File: config.mk
export PLATFORM = sky130hd
export DESIGN_NAME = mcu_port_bank
export DESIGN_NICKNAME = d
export VERILOG_FILES = /design/src/rtl/mcu51_pkg.sv /design/src/rtl/mcu_port_slice.sv /design/src/rtl/mcu_port_bank.sv
export SDC_FILE = /design/constraint.sdc
export NUM_CORES = 1
export LEC_CHECK = 0
export ABC_AREA = 1
export CAP_MARGIN = 10
export CORE_UTILIZATION = 51
export DETAILED_ROUTE_END_ITERATION = 10
export PLACE_DENSITY_LB_ADDON = 0.3
export SLEW_MARGIN = 20
export SYNTH_ARGS = -nofsm -noshare
export SYNTH_HDL_FRONTEND = slang
export SYNTH_HIERARCHICAL = 1
export SYNTH_SLANG_ARGS = --single-unit
File: constraint.sdc
create_clock -name clk -period 2.1 [get_ports clk]
set_clock_uncertainty 0.2 [all_clocks]
set_input_delay 0.525 -clock clk [delete_from_list [all_inputs] [get_ports clk]]
set_output_delay 0.525 -clock clk [all_outputs]
set_load 0.1 [all_outputs]
File: src/rtl/mcu51_pkg.sv
// Shared SFR definitions for the MCU51 port bank: register selects, reset value and the
// byte/bit write-merge helper used by every bit-addressable register.
package mcu51_pkg;

    localparam logic [1:0] REG_LATCH = 2'd0;
    localparam logic [1:0] REG_MASK  = 2'd1;
    localparam logic [1:0] REG_FLAG  = 2'd2;
    localparam logic [1:0] REG_RSVD  = 2'd3;

    localparam logic [7:0] PORT_RESET = 8'hFF;

    // Byte access replaces the whole register; bit access writes every set position bit.
    function automatic logic [7:0] sfr_bit_write(
        input logic       bb,
        input logic [7:0] position,
        input logic [7:0] din,
        input logic       bin,
        input logic [7:0] old
    );
        return bb ? din : ((old & ~position) | (position & {8{bin}}));
    endfunction

endpackage

File: src/rtl/mcu_port_slice.sv
// One 8-bit quasi-bidirectional port: output latch, strong pull-up pulse, pin synchroniser,
// falling-edge flags with W1C clear, and interrupt mask.
module mcu_port_slice
    import mcu51_pkg::*;
#(
    parameter int unsigned SYNC_STAGES = 2
) (
    input  logic       clk,
    input  logic       reset,
    input  logic       wr_en_i,
    input  logic [1:0] reg_sel_i,
    input  logic       bb_i,
    input  logic [7:0] position_i,
    input  logic [7:0] din_i,
    input  logic       bin_i,
    input  logic [7:0] pin_i,
    output logic [7:0] latch_o,
    output logic [7:0] mask_o,
    output logic [7:0] flag_o,
    output logic [7:0] sync_o,
    output logic [7:0] pin_out_o,
    output logic [7:0] pin_oe_o
);

    logic [7:0] latch_q, latch_d;
    logic [7:0] mask_q, mask_d;
    logic [7:0] flag_q, flag_d;
    logic [7:0] pulse_q, pulse_d;
    logic [7:0] prev_q;
    logic [7:0] sync_q [SYNC_STAGES];
    logic [7:0] sync_val;
    logic [7:0] clr;
    logic [7:0] fall;

    assign sync_val = sync_q[SYNC_STAGES-1];

    always_comb begin
        latch_d = latch_q;
        mask_d  = mask_q;
        clr     = 8'h00;
        if (wr_en_i) begin
            unique case (reg_sel_i)
                REG_LATCH: latch_d = sfr_bit_write(bb_i, position_i, din_i, bin_i, latch_q);
                REG_MASK:  mask_d  = sfr_bit_write(bb_i, position_i, din_i, bin_i, mask_q);
                REG_FLAG:  clr     = sfr_bit_write(bb_i, position_i, din_i, bin_i, 8'h00);
                default:   ;
            endcase
        end
        // Only a genuine 0->1 latch change earns a strong pull-up cycle.
        pulse_d = latch_d & ~latch_q;
        fall    = prev_q & ~sync_val;
        // A new falling edge wins over a simultaneous W1C clear.
        flag_d  = (flag_q & ~clr) | fall;
    end

    always_ff @(posedge clk or posedge reset) begin
        if (reset) begin
            latch_q <= PORT_RESET;
            mask_q  <= 8'h00;
            flag_q  <= 8'h00;
            pulse_q <= 8'h00;
            prev_q  <= PORT_RESET;
            for (int i = 0; i < SYNC_STAGES; i++) begin
                sync_q[i] <= PORT_RESET;
            end
        end else begin
            latch_q   <= latch_d;
            mask_q    <= mask_d;
            flag_q    <= flag_d;
            pulse_q   <= pulse_d;
            prev_q    <= sync_val;
            sync_q[0] <= pin_i;
            for (int i = 1; i < SYNC_STAGES; i++) begin
                sync_q[i] <= sync_q[i-1];
            end
        end
    end

    assign latch_o   = latch_q;
    assign mask_o    = mask_q;
    assign flag_o    = flag_q;
    assign sync_o    = sync_val;
    assign pin_oe_o  = ~latch_q | pulse_q;
    assign pin_out_o = latch_q & pulse_q;

endmodule

File: src/rtl/mcu_port_bank.sv
// Bank of NPORTS 8051-style quasi-bidirectional ports on the MCU51 SFR bus, with registered
// read data and a combinational interrupt OR over all ports.
module mcu_port_bank
    import mcu51_pkg::*;
#(
    parameter int unsigned NPORTS      = 4,
    parameter int unsigned WIDTH       = 8,
    parameter int unsigned SYNC_STAGES = 2,
    parameter int unsigned PSEL_W      = 3
) (
    input  logic                      clk,
    input  logic                      reset,
    input  logic                      wr_en,
    input  logic                      rd_en,
    input  logic [PSEL_W-1:0]         port_sel,
    input  logic [1:0]                reg_sel,
    input  logic                      Bb,
    input  logic [WIDTH-1:0]          position,
    input  logic                      rmw,
    input  logic [WIDTH-1:0]          din,
    input  logic                      bin,
    output logic [WIDTH-1:0]          dout,
    output logic                      bout,
    output logic                      rd_valid,
    input  logic [NPORTS*WIDTH-1:0]   pin_in,
    output logic [NPORTS*WIDTH-1:0]   pin_out,
    output logic [NPORTS*WIDTH-1:0]   pin_oe,
    output logic                      irq
);

    logic [WIDTH-1:0] latch_w [NPORTS];
    logic [WIDTH-1:0] mask_w  [NPORTS];
    logic [WIDTH-1:0] flag_w  [NPORTS];
    logic [WIDTH-1:0] sync_w  [NPORTS];

    logic [WIDTH-1:0] rd_src;
    logic [WIDTH-1:0] dout_q, dout_d;
    logic             bout_q, bout_d;
    logic             rd_valid_q;

    for (genvar p = 0; p < NPORTS; p++) begin : g_port
        mcu_port_slice #(
            .SYNC_STAGES(SYNC_STAGES)
        ) u_slice (
            .clk       (clk),
            .reset     (reset),
            .wr_en_i   (wr_en && (port_sel == PSEL_W'(p))),
            .reg_sel_i (reg_sel),
            .bb_i      (Bb),
            .position_i(position),
            .din_i     (din),
            .bin_i     (bin),
            .pin_i     (pin_in[WIDTH*p +: WIDTH]),
            .latch_o   (latch_w[p]),
            .mask_o    (mask_w[p]),
            .flag_o    (flag_w[p]),
            .sync_o    (sync_w[p]),
            .pin_out_o (pin_out[WIDTH*p +: WIDTH]),
            .pin_oe_o  (pin_oe[WIDTH*p +: WIDTH])
        );
    end

    // Invalid port indices match no slice and fall through to zero.
    always_comb begin
        rd_src = '0;
        for (int p = 0; p < NPORTS; p++) begin
            if (port_sel == PSEL_W'(p)) begin
                case (reg_sel)
                    REG_LATCH: rd_src = rmw ? latch_w[p] : sync_w[p];
                    REG_MASK:  rd_src = mask_w[p];
                    REG_FLAG:  rd_src = flag_w[p];
                    default:   rd_src = '0;
                endcase
            end
        end
    end

    always_comb begin
        dout_d = dout_q;
        bout_d = bout_q;
        if (rd_en) begin
            if (Bb) begin
                dout_d = rd_src;
                bout_d = 1'b0;
            end else begin
                dout_d = '0;
                bout_d = |(rd_src & position);
            end
        end
    end

    always_ff @(posedge clk or posedge reset) begin
        if (reset) begin
            dout_q     <= '0;
            bout_q     <= 1'b0;
            rd_valid_q <= 1'b0;
        end else begin
            dout_q     <= dout_d;
            bout_q     <= bout_d;
            rd_valid_q <= rd_en;
        end
    end

    always_comb begin
        irq = 1'b0;
        for (int p = 0; p < NPORTS; p++) begin
            irq = irq | (|(flag_w[p] & mask_w[p]));
        end
    end

    assign dout     = dout_q;
    assign bout     = bout_q;
    assign rd_valid = rd_valid_q;

endmodule

# --- After elaboration in Yosys (flattened, before gate mapping) ---
# Cells that the tools add are included.
totals:
  reg_bits: 234
classes:
  n_eq_ne: 5
  reduce_logical: 15
  muxes: 36
  bitwise: 62
op_table:
  columns: ["operator", "n"]
  rows:
  - ["2-to-1 mux 8 bit", 31]
  - ["AND 8 bit", 30]
  - ["bitwise OR 8 bit", 16]
  - ["NOT 8 bit", 13]
  - ["one-hot mux 8 bit (3 select lines)", 4]
  - ["OR reduction 8 bit", 5]
  - ["AND reduction 2 bit", 4]
  - ["equality test 3 x 2 -> 1 bit, second input constant", 2]
  - ["logical AND 1 bit", 4]
  - ["equality test 3 x 1 -> 1 bit, second input constant", 1]
  - ["logical NOT 3 bit", 1]
  - ["bitwise OR 1 bit", 3]
  - ["equality test 2 x 1 -> 1 bit, second input constant", 1]
  - ["equality test 2 bit, second input constant", 1]
  - ["logical NOT 2 bit", 1]
  - ["2-to-1 mux 1 bit", 1]

# --- Logic depth before layout (Yosys ltp) ---
logic_depth:
  word_depth: 9
  mapped_depth: 17
  mapped_depth_nobuf: 17

# --- By module ---
# The synthesis kept the hierarchy.
by_module_without_submodules:
  columns: ["mod", "cells_each", "area_each_um2", "n_inst", "seq_area_each_um2"]
  rows:
  - ["mcu_port_slice at g_port[1].u_slice ...", 248, 2284.7, 3, 1441.4]
  - ["mcu_port_slice at g_port[0].u_slice", 275, 2371.0, 1, 1441.4]
  - ["mcu_port_bank", 359, 1915.6, 1, 250.2]

# --- Least setup slack after synthesis ---
# Ideal clock, no wire load.
synth_path:
  path_kind: "register to output"
  startpoint: "register (tool-made name)"
  endpoint: "output irq"
  path_slack_ns: -0.492
  path_stages_with_launch: 6
  arrival_time_ns: 1.867
  cell_sequence: "dfrtp_1 > a22o_1 > a221oi_1 > nand3_1 > nor2_1 > nand4_1"
synth_lines:
  columns: ["item", "line", "source"]
  rows:
  - ["to (decl)", "mcu_port_bank.sv:28", "output logic irq"]

# --- Final worst setup path ---
layout_path:
  startpoint: "register g_port[2].u_slice.flag_q[6]"
  endpoint: "output irq"
layout_between:
  elab_chain_len: 4
layout_rtl:
  columns: ["item", "line", "source"]
  rows:
  - ["from (decl)", "mcu_port_slice.sv:27", "logic [7:0] flag_q, flag_d;"]
  - ["from (signal assigned)", "mcu_port_slice.sv:69", "flag_q <= flag_d;"]
  - ["AND 8 bit", "mcu_port_bank.sv:107", "irq = irq | (|(flag_w[p] & mask_w[p]));"]
  - ["OR reduction 8 bit", "mcu_port_bank.sv:107", null]
  - ["bitwise OR 1 bit (2 in series)", "mcu_port_bank.sv:107", null]
# No other way between the ends.

==> out/qor.txt <==
Slew Viols, Final - 0
CTS sink count - 234
Mapped Nets - 1438
Antenna diode count - 0
Count of different cell masters after synthesis - 31
Setup ws final - -745.9 ps
Most frequent cells in the layout - 512 x nand2_1, 137 x buf_4, 128 x dfstp_2
Synth area leader - dfstp_2
Design Power - 13.20 mW
Horiz. Die Dim - 149.8 um
Power per cell area - 828.9 nW/um^2
Nets@finish - 1712
RSZ-0062 raised after global routing - yes
Routed len/inst - 17.67 um
Synth area leaders - dfstp_2 30%, dfrtp_1 24%, nand2_1 19%
GR Overflow Total - 0
Pleak - 7.879 nW
Number of fill cells - 1472
Drt pass-1 iters - 6
GRT Overall Usage - 31.78%
CP Max Fanout - 2
Final Non-Filler Cells - 1945
Worst EP arrival - 2120 ps
Largest net degree at the start of global routing - 57
HP Class - flop to flop
TritonCTS Buffers - 24
Critical Path RT - 1370 ps
Final Hold Slack - 152.8 ps
Port bufs - 134
Slew margin rel. - 71.45%
Fin crit period - 2846 ps
CP Class - flop to output port
Post-route design area - 15930 um^2
Die H - 149.8 um
Global-route wire length before repair - 54030 um
Post-synth top area share - 30.19%
Max cap viols - 0
H-tree levels - 1
Final setup viols - 11
Fraction of layout cells with a size suffix above 1 - 34.13%
Status - finished with violations
Area growth syn-to-layout - 42.97%
CTS Root Cell - clkbuf_16
IO Count - 135
Warnings, synthesis - 6
Most common cell after layout, fill and taps aside - nand2_1
Final Hold Viols - 0
Clk Latency, worst-skew pair - 520 ps
Residual DRC - 0
Crit. End Element - output port
Detail Route Antenna Nets - 0
Dpl cells - 1857
Setup TNS - -847.0 ps
Vias in the first global route - 10020
Worst Tran Pin Value - 427.7 ps
Fmax - 351.4 MHz
Sequential area share after synthesis - 54.00%
Clock tree buffer depth - 3
Clock transition at path regs - 60 ps
Flops & latches, synth - 234
Initial antenna violation count - 0
Clock tree from TritonCTS - built
DR iter-0 viols - 911
Mapped cell area - 11140 um^2
Post-DP HPWL - 23720 um
Total wire length - 34370 um
Avg Inst Size Synth - 8.085 um^2
Fin crit share - 135.5%
Die area - 22440 um^2
Area after DPL - 14510 um^2
Routability congestion estimate - 0.9554
Via count - 10290
Maximum vdd drop - 651.6 uV
Startpoint types - flop
Via/cell ratio - 5.288
Initial Util - 52.50%
Num rows - 53
Core area - 21220 um^2
Failing checks - setup timing
Cells after Synth - 1378
## synthesized netlist by cell type, drive strengths merged
cell	count
nand4	1
o21ai	76
a21oi	13
o2111ai	8
nand2	571
nand3	76
a221o	1
dfstp	128
and2	7
inv	167
a22o	9
a221oi	5
nor3	3
nor2	121
dfrtp	106
buf	60
or2	7
clkinv	1
clkbuf	2
o211ai	16
## worst paths after layout
kind	from	endpoint	slack, ps	cells past startpoint
max in group asynchronous	reset	g_port[0].u_slice/prev_q[5]	900	3
hold reg to reg	g_port[0].u_slice/sync_q[8]	g_port[0].u_slice/sync_o[0]	150	0
setup / recovery	g_port[2].u_slice/flag_o[6]	irq	-750	6
setup reg to reg	g_port[1].u_slice/latch_o[6]	bout	150	16
min in group asynchronous	reset	bout	440	2
hold / removal	g_port[0].u_slice/sync_q[8]	g_port[0].u_slice/sync_o[0]	150	0
## stage by stage
step / setup WS, ps / utilization [%]
floorplan: -491.9 / -
global placement: -578.4 / 68.40
detailed placement: -587.9 / 68.40
CTS: -744.2 / 74.26
global route: -800.7 / 75.06
finish: -745.9 / 75.06
## cells by family (layout without fill, tap and decap cells)
group                  Yosys count  after routing  synth area share [%]
AOI/OAI and AO/OA              128            128                 6.896
buffers and inverters          230            522                 9.805
DFF                            234            234                 54.00
and+or+nand+nor                786            786                 29.30
## layer usage
layer / GRT usage [%] / vias to the layer above / wire [um]
met3: 7.378 / 101 / 3182
met5: 0 / - / 0
met2: 51.30 / 485 / 16090
li1: - / 4785 / -
met4: 12.68 / 0 / 1364
met1: 41.37 / 4915 / 13730
## power breakdown
| part | internal (mW) | switching (mW) | leakage [nW] |
|---|---|---|---|
| clock network | 2.76 | 1.72 | 0.420 |
| registers | 5.00 | 0.278 | 2.63 |
| logic | 1.38 | 2.08 | 4.83 |
## area by class of cell
cell class,count,area [um^2],share of cell area (%)
clock buffer,42,820.8,5.153
timing repair buffer,310,3857,24.22
sequential,234,6016,37.77
tap,275,344.1,2.160
clock inverter,2,37.54,0.2357
inverter,168,630.6,3.959
multi-input combinational,914,4222,26.50
## timing repair
item | in CTS | in global routing
setup buffers | 38 | 6
hold buffers | 0 | 0
endpoints found under the setup margin | 62 | 131
gates resized for setup | 62 | 50
pin swaps | 11 | 12
## critical path, cell delays in order, from the launching register on
cell and delay, ps:
dfrtp_1 370, a22o_1 250, a221oi_2 210, nand2_1 180
nor2_2 170, nand4_1 190, buf_12 230
No activity file was read; power rests on OpenSTA's default activity.
